### config.mk
export PLATFORM = sky130hd
export DESIGN_NAME = spi_dev_to_wb
export DESIGN_NICKNAME = d
export VERILOG_FILES = /design/src/rtl/spi_dev_to_wb_pkg.sv /design/src/rtl/spi_dev_to_wb_master.sv /design/src/rtl/spi_dev_to_wb.sv
export SDC_FILE = /design/constraint.sdc
export NUM_CORES = 1
export LEC_CHECK = 0
export ABC_AREA = 1
export CAP_MARGIN = 10
export CORE_MARGIN = 2
export CORE_UTILIZATION = 32
export DETAILED_ROUTE_END_ITERATION = 10
export GPL_TIMING_DRIVEN = 0
export PLACE_DENSITY = 0.59
export SLEW_MARGIN = 20
export SYNTH_ARGS = -nofsm -noshare
export SYNTH_HDL_FRONTEND = slang
export SYNTH_SLANG_ARGS = --single-unit
### constraint.sdc
create_clock -name clk -period 2.5 [get_ports clk]
set_input_delay 0.25 -clock clk [delete_from_list [all_inputs] [get_ports clk]]
set_output_delay 0.25 -clock clk [all_outputs]
set_load 0.02 [all_outputs]
### src/rtl/spi_dev_to_wb_pkg.sv
// Shared constants and parser state type for the SPI-to-Wishbone bridge.
package spi_dev_to_wb_pkg;

    localparam logic [7:0] CMD_WB = 8'hF0;

    localparam int MODE_WR     = 7;
    localparam int MODE_READDR = 6;
    localparam int MODE_INC    = 5;
    localparam int MODE_IGN    = 4;

    typedef enum logic [1:0] {
        ST_IDLE,
        ST_HDR,
        ST_DATA
    } state_e;

endpackage

### src/rtl/spi_dev_to_wb_master.sv
// Wishbone cycle issue with a one-deep request queue and ack handshake.
// Read capture exists only when SPI_DEV_TO_WB_READ_EN is defined.
module spi_dev_to_wb_master
    import spi_dev_to_wb_pkg::*;
#(
    parameter int WB_N = 1
) (
    input  logic              clk,
    input  logic              rst,
    input  logic              req_v,
    input  logic              req_we,
    input  logic [3:0]        req_port,
    input  logic [23:0]       req_addr,
    input  logic [31:0]       req_data,
    output logic [31:0]       wb_wdata,
    input  logic [32*WB_N-1:0] wb_rdata,
    output logic [23:0]       wb_addr,
    output logic              wb_we,
    output logic [WB_N-1:0]   wb_cyc,
    input  logic [WB_N-1:0]   wb_ack,
    output logic [31:0]       rd_data,
    output logic              rd_valid
);

    logic [WB_N-1:0] cyc_q, cyc_d, req_sel;
    logic            we_q, we_d;
    logic [23:0]     addr_q, addr_d;
    logic [31:0]     wdata_q, wdata_d;
    logic            qv_q, qv_d, qwe_q, qwe_d;
    logic [WB_N-1:0] qsel_q, qsel_d;
    logic [23:0]     qaddr_q, qaddr_d;
    logic [31:0]     qdata_q, qdata_d;
    logic            ack_hit;

    always_comb begin
        req_sel = '0;
        for (int i = 0; i < WB_N; i++) begin
            req_sel[i] = (req_port == 4'(i));
        end
    end

    assign ack_hit = |(cyc_q & wb_ack);

    always_comb begin
        cyc_d   = cyc_q;
        we_d    = we_q;
        addr_d  = addr_q;
        wdata_d = wdata_q;
        qv_d    = qv_q;
        qwe_d   = qwe_q;
        qsel_d  = qsel_q;
        qaddr_d = qaddr_q;
        qdata_d = qdata_q;
        if (ack_hit) begin
            cyc_d = '0;
        end
        if (cyc_q == '0) begin
            if (qv_q) begin
                cyc_d   = qsel_q;
                we_d    = qwe_q;
                addr_d  = qaddr_q;
                wdata_d = qdata_q;
                qv_d    = req_v;
            end else if (req_v) begin
                cyc_d   = req_sel;
                we_d    = req_we;
                addr_d  = req_addr;
                wdata_d = req_data;
            end
        end else if (req_v) begin
            qv_d = 1'b1;
        end
        // Queue slot always captures a new request not issued directly.
        if (req_v && (cyc_q != '0 || qv_q)) begin
            qwe_d   = req_we;
            qsel_d  = req_sel;
            qaddr_d = req_addr;
            qdata_d = req_data;
        end
    end

    always_ff @(posedge clk or negedge rst) begin
        if (!rst) begin
            cyc_q   <= '0;
            we_q    <= 1'b0;
            addr_q  <= '0;
            wdata_q <= '0;
            qv_q    <= 1'b0;
            qwe_q   <= 1'b0;
            qsel_q  <= '0;
            qaddr_q <= '0;
            qdata_q <= '0;
        end else begin
            cyc_q   <= cyc_d;
            we_q    <= we_d;
            addr_q  <= addr_d;
            wdata_q <= wdata_d;
            qv_q    <= qv_d;
            qwe_q   <= qwe_d;
            qsel_q  <= qsel_d;
            qaddr_q <= qaddr_d;
            qdata_q <= qdata_d;
        end
    end

    assign wb_cyc   = cyc_q;
    assign wb_we    = we_q;
    assign wb_addr  = addr_q;
    assign wb_wdata = wdata_q;

`ifdef SPI_DEV_TO_WB_READ_EN
    logic [31:0] rword;
    logic [31:0] rd_data_q;
    logic        rd_valid_q;

    always_comb begin
        rword = '0;
        for (int i = 0; i < WB_N; i++) begin
            if (cyc_q[i]) rword = rword | wb_rdata[32*i +: 32];
        end
    end

    always_ff @(posedge clk or negedge rst) begin
        if (!rst) begin
            rd_data_q  <= '0;
            rd_valid_q <= 1'b0;
        end else begin
            rd_valid_q <= ack_hit && !we_q;
            if (ack_hit && !we_q) rd_data_q <= rword;
        end
    end

    assign rd_data  = rd_data_q;
    assign rd_valid = rd_valid_q;
`else
    logic unused_rdata;
    assign unused_rdata = ^wb_rdata;
    assign rd_data      = '0;
    assign rd_valid     = 1'b0;
`endif

endmodule

### src/rtl/spi_dev_to_wb.sv
// SPI byte stream to Wishbone master bridge: command/header/data parser.
// Define SPI_DEV_TO_WB_READ_EN to enable read-mode slots and rd_data.
module spi_dev_to_wb
    import spi_dev_to_wb_pkg::*;
#(
    parameter int WB_N = 1
) (
    input  logic               clk,
    input  logic               rst,
    input  logic [7:0]         pw_wdata,
    input  logic               pw_wcmd,
    input  logic               pw_wstb,
    input  logic               pw_end,
    output logic [31:0]        wb_wdata,
    input  logic [32*WB_N-1:0] wb_rdata,
    output logic [23:0]        wb_addr,
    output logic               wb_we,
    output logic [WB_N-1:0]    wb_cyc,
    input  logic [WB_N-1:0]    wb_ack,
    output logic [31:0]        rd_data,
    output logic               rd_valid
);

    state_e      st_q, st_d;
    logic [1:0]  cnt_q, cnt_d;
    logic [7:0]  mode_q, mode_d;
    logic [23:0] addr_q, addr_d;
    logic [31:0] word_q, word_d;
    logic        hdr_done, slot_done;
    logic        req_v, req_we, rd_ok;
    logic [23:0] req_addr;
    logic        unused_mode;

`ifdef SPI_DEV_TO_WB_READ_EN
    assign rd_ok = 1'b1;
`else
    assign rd_ok = 1'b0;
`endif

    assign unused_mode = mode_q[MODE_IGN];
    assign req_we      = mode_q[MODE_WR];

    always_comb begin
        st_d      = st_q;
        cnt_d     = cnt_q;
        mode_d    = mode_q;
        addr_d    = addr_q;
        word_d    = word_q;
        hdr_done  = 1'b0;
        slot_done = 1'b0;
        req_v     = 1'b0;
        if (pw_wstb) begin
            if (pw_wcmd) begin
                st_d  = (pw_wdata == CMD_WB) ? ST_HDR : ST_IDLE;
                cnt_d = '0;
            end else begin
                unique case (st_q)
                    ST_HDR: begin
                        cnt_d = cnt_q + 2'd1;
                        unique case (cnt_q)
                            2'd0: mode_d = pw_wdata;
                            2'd1: addr_d[23:16] = pw_wdata;
                            2'd2: addr_d[15:8] = pw_wdata;
                            default: begin
                                addr_d[7:0] = pw_wdata;
                                st_d        = ST_DATA;
                                hdr_done    = 1'b1;
                            end
                        endcase
                    end
                    ST_DATA: begin
                        cnt_d  = cnt_q + 2'd1;
                        word_d = {word_q[23:0], pw_wdata};
                        if (cnt_q == 2'd3) begin
                            slot_done = 1'b1;
                            if (mode_q[MODE_READDR]) st_d = ST_HDR;
                        end
                    end
                    default: ;
                endcase
            end
        end
        // Reads prefetch at every slot start; writes fire at slot end.
        if (slot_done && req_we) req_v = 1'b1;
        if (!req_we && rd_ok &&
            (hdr_done || (slot_done && !mode_q[MODE_READDR])))
            req_v = 1'b1;
        if (32'(mode_q[3:0]) >= WB_N) req_v = 1'b0;
        req_addr = addr_d;
        if (req_v && mode_q[MODE_INC]) addr_d = addr_d + 24'd1;
        if (pw_end) begin
            st_d  = ST_IDLE;
            cnt_d = '0;
        end
    end

    always_ff @(posedge clk or negedge rst) begin
        if (!rst) begin
            st_q   <= ST_IDLE;
            cnt_q  <= '0;
            mode_q <= '0;
            addr_q <= '0;
            word_q <= '0;
        end else begin
            st_q   <= st_d;
            cnt_q  <= cnt_d;
            mode_q <= mode_d;
            addr_q <= addr_d;
            word_q <= word_d;
        end
    end

    spi_dev_to_wb_master #(.WB_N(WB_N)) u_master (
        .clk      (clk),
        .rst      (rst),
        .req_v    (req_v),
        .req_we   (req_we),
        .req_port (mode_q[3:0]),
        .req_addr (req_addr),
        .req_data (word_d),
        .wb_wdata (wb_wdata),
        .wb_rdata (wb_rdata),
        .wb_addr  (wb_addr),
        .wb_we    (wb_we),
        .wb_cyc   (wb_cyc),
        .wb_ack   (wb_ack),
        .rd_data  (rd_data),
        .rd_valid (rd_valid)
    );

endmodule

==> results_dict.tcl <==
set metrics [dict create \
    status "finished clean" \
    drc_errors 0 \
    critPathTopFamily "buffers and inverters" \
    setup_tns_ns 0 \
    cts-htree-levels 4 \
    p_int_mw 5.365 \
    grt_max_degree 77 \
    ios 137 \
    hold_path.class "in2async" \
    grtUsageTotal_pct 17.08 \
    row_count 60 \
    synthesis.instances 1068 \
    dieArea_sq_mm 0.02878 \
    worst_slack_ns 0.09382 \
    cpMaxStageDelayCell "dfrtp_1" \
    cts_sinks 184 \
    netlist-cell-type-count 38 \
    die_y_um 169.7 \
    power.leakage_nw 5.305 \
    drive_gt1_share_pct 12.34 \
    critPathArrivalTime_ns 2.70 \
    maxSlewViolCount 0 \
    timing.final.crit_period_ns 2.406 \
    clk_latency_ns 0.44 \
    crit_top_cell "inv_1" \
    sequentialPowerShare_pct 46.9 \
    grt_pass1_wl_mm 38.04 \
    vias_per_cell 4.669 \
    max_cap_violations 0 \
    switchingPower_mw 2.407 \
    max_stage_delay_ns 0.42 \
    cts_tree "done" \
    dp_worst_setup_slack_ns -0.2233 \
    ys_warn_count 0 \
    fmax_ghz 0.4156 \
    hold_viol_final 0 \
    cp_num_buf_inv 4 \
    crit_chain "inv_1, ha_1, inv_1, nor2_8, nand2_2, a21oi_4, buf_2, buf_4, a31oi_1" \
    relSlewSlack_pct 43.36 \
    diodes 0 \
    p_comb_share_pct 19.5 \
    port_buffers 71 \
    nets 1248 \
    worst_slew_pin_slew_ns 0.8496 \
    cp_data_required_time_ns 2.80 \
    final_area_sq_mm 0.01071 \
    min_period_over_period_pct 96.25 \
    initial_utilization_pct 32.58 \
    synth.cell_area_sq_mm 0.008781 \
    critPathLaunchType "flip-flop" \
    end_kind "flip-flop" \
    crit_type "reg2reg" \
    ir_drop_mv 0.3290 \
    via_count 7227 \
    die_w_um 169.7 \
    synth.ff_latch_count 184 \
    hpwl_mm 17.11 \
    rsz0062_at_grt "true" \
    switching_share_pct 30.97 \
    clk_path_buf_depth 2 \
    coreArea_sq_mm 0.02695 \
    worst_hold_slack_ns 0.3091 \
    grt_pass1_vias 7041 \
    avgRoutedWirePerCell_um 15.37 \
    gp_congestion 0.8846 \
    dpl_cell_area_sq_mm 0.01010 \
    ant_nets 0 \
    clk_pin_slew_ns 0.08 \
    syn_area_per_cell_sq_um 8.222 \
    powerDensity_mw_per_mm2 725.5 \
    antenna_found_initial 0 \
    finalWirelength_mm 23.79 \
    drtIter0Drc 573 \
    root_buffer "clkbuf_16" \
    setup_viol 0 \
    critPathMaxFanout 10 \
    grt-ovfl-total 0 \
    synthToLayoutAreaGrowth_pct 22.00 \
    drt_pre_antenna_iters 5 \
    numCtsBuffers 17 \
    pwr-share-clk_pct 33.6 \
    finalClockSkew_ns 0.01527 \
    yosysSeqAreaShare_pct 52.44 \
]
## layout by cell type, fill, tap and decap left out, drive strengths merged, types with 25 or more instances in the layout
master         instances
o21ai                 62
clkdlybuf4s50         70
a31oi                 57
nand2                434
nor2                 101
inv                   73
clkbuf                43
nand3                 25
buf                   61
dfrtp                184
conb                  33
## layout make-up
cell class	instances	area, sq um
clock inverter	13	123.9
timing repair buffer	76	795.8
multi-input combinational	763	3561
sequential	184	4604
inverter	72	270.3
clock buffer	18	439.2
buffer	81	491.7
fill	2773	16240
tap	341	426.7
## through the flow
step                      util, %  std cells  power, mW
after global routing        39.75       1548      8.190
final                       39.75       1548      7.772
after global placement      37.25       1512      5.173
after detailed placement    37.47       1514      5.211
after floorplan                 -       1100      4.568
after CTS                   39.60       1546      7.831
## Yosys cell counts (all sizes together)
library cell,number,area [sq um]
a21oi,4,42.54
a22oi,1,7.510
a31oi,57,356.6
and2,1,6.260
buf,56,394.1
clkbuf,25,93.84
clkinv,1,3.750
conb,1,3.750
dfrtp,184,4604
ha,7,87.58
inv,71,266.5
nand2,434,1662
nand3,25,155.2
nand3b,1,20.02
nand4,18,112.6
nor2,101,476.7
nor3,2,21.27
nor4,3,18.77
o211ai,1,7.510
o21ai,62,336.6
o22ai,1,6.260
or2,3,18.77
xor2,9,78.83
## power groups by stage
stage          registers [mW]  logic [mW]  clock network [mW]
4_1_cts                  3.64        1.52                2.66
2_1_floorplan            3.77       0.801                   0
3_3_place_gp             3.69        1.48                   0
6_report                 3.64        1.51                2.61
5_1_grt                  3.69        1.70                2.80
3_5_place_dp             3.70        1.52                   0
## what timing repair did
action	CTS	global route
endpoints found under the hold margin	57	0
gates resized for setup	0	10
setup buffers	0	2
hold buffers	1	0
setup endpoints to repair	0	31
## state kept, by name, indices dropped and copies added, names as in the netlist
register           flops
u_master.wb_wdata     32
u_master.qdata_q      32
u_master.qv_q          1
u_master.wb_cyc        1
u_master.wb_addr      24
u_master.wb_we         1
addr_q                24
st_q                   2
cnt_q                  2
u_master.qwe_q         1
u_master.qsel_q        1
mode_q                 7
word_q                32
u_master.qaddr_q      24
## per-layer routing
| metal | wire length (um) | global-route usage (%) | vias to the layer above |
|---|---|---|---|
| li1 | - | - | 3574 |
| met1 | 11120 | 23.05 | 3464 |
| met2 | 11390 | 28.34 | 168 |
| met3 | 988 | 3.358 | 21 |
| met4 | 293 | 4.051 | 0 |
| met5 | 0 | 0 | - |
## logic make-up after synthesis
group                    share of synthesized area [%]
AND/OR/NAND/NOR                                  28.37
flip-flops                                       52.44
buffers and inverters                            8.635
AO/OA/AOI/OAI                                    8.621
XOR/XNOR                                        0.8977
adder cells (fa/ha/maj)                         0.9974
other                                          0.04271
## final timing paths
check / start / to / slack, ns / cells past startpoint
setup / recovery: st_q[0] / u_master.wb_we / 0.09 / 9
hold / removal: rst / u_master.wb_wdata[25] / 0.31 / 2
setup reg to reg: st_q[0] / u_master.wb_we / 0.09 / 9
hold reg to reg: u_master.qdata_q[26] / u_master.qdata_q[26] / 0.47 / 2
max in group asynchronous: rst / u_master.wb_addr[23] / 1.18 / 4
min in group clk: wb_ack / u_master.wb_cyc / 0.43 / 2
Power figures use the tool's default switching activity.
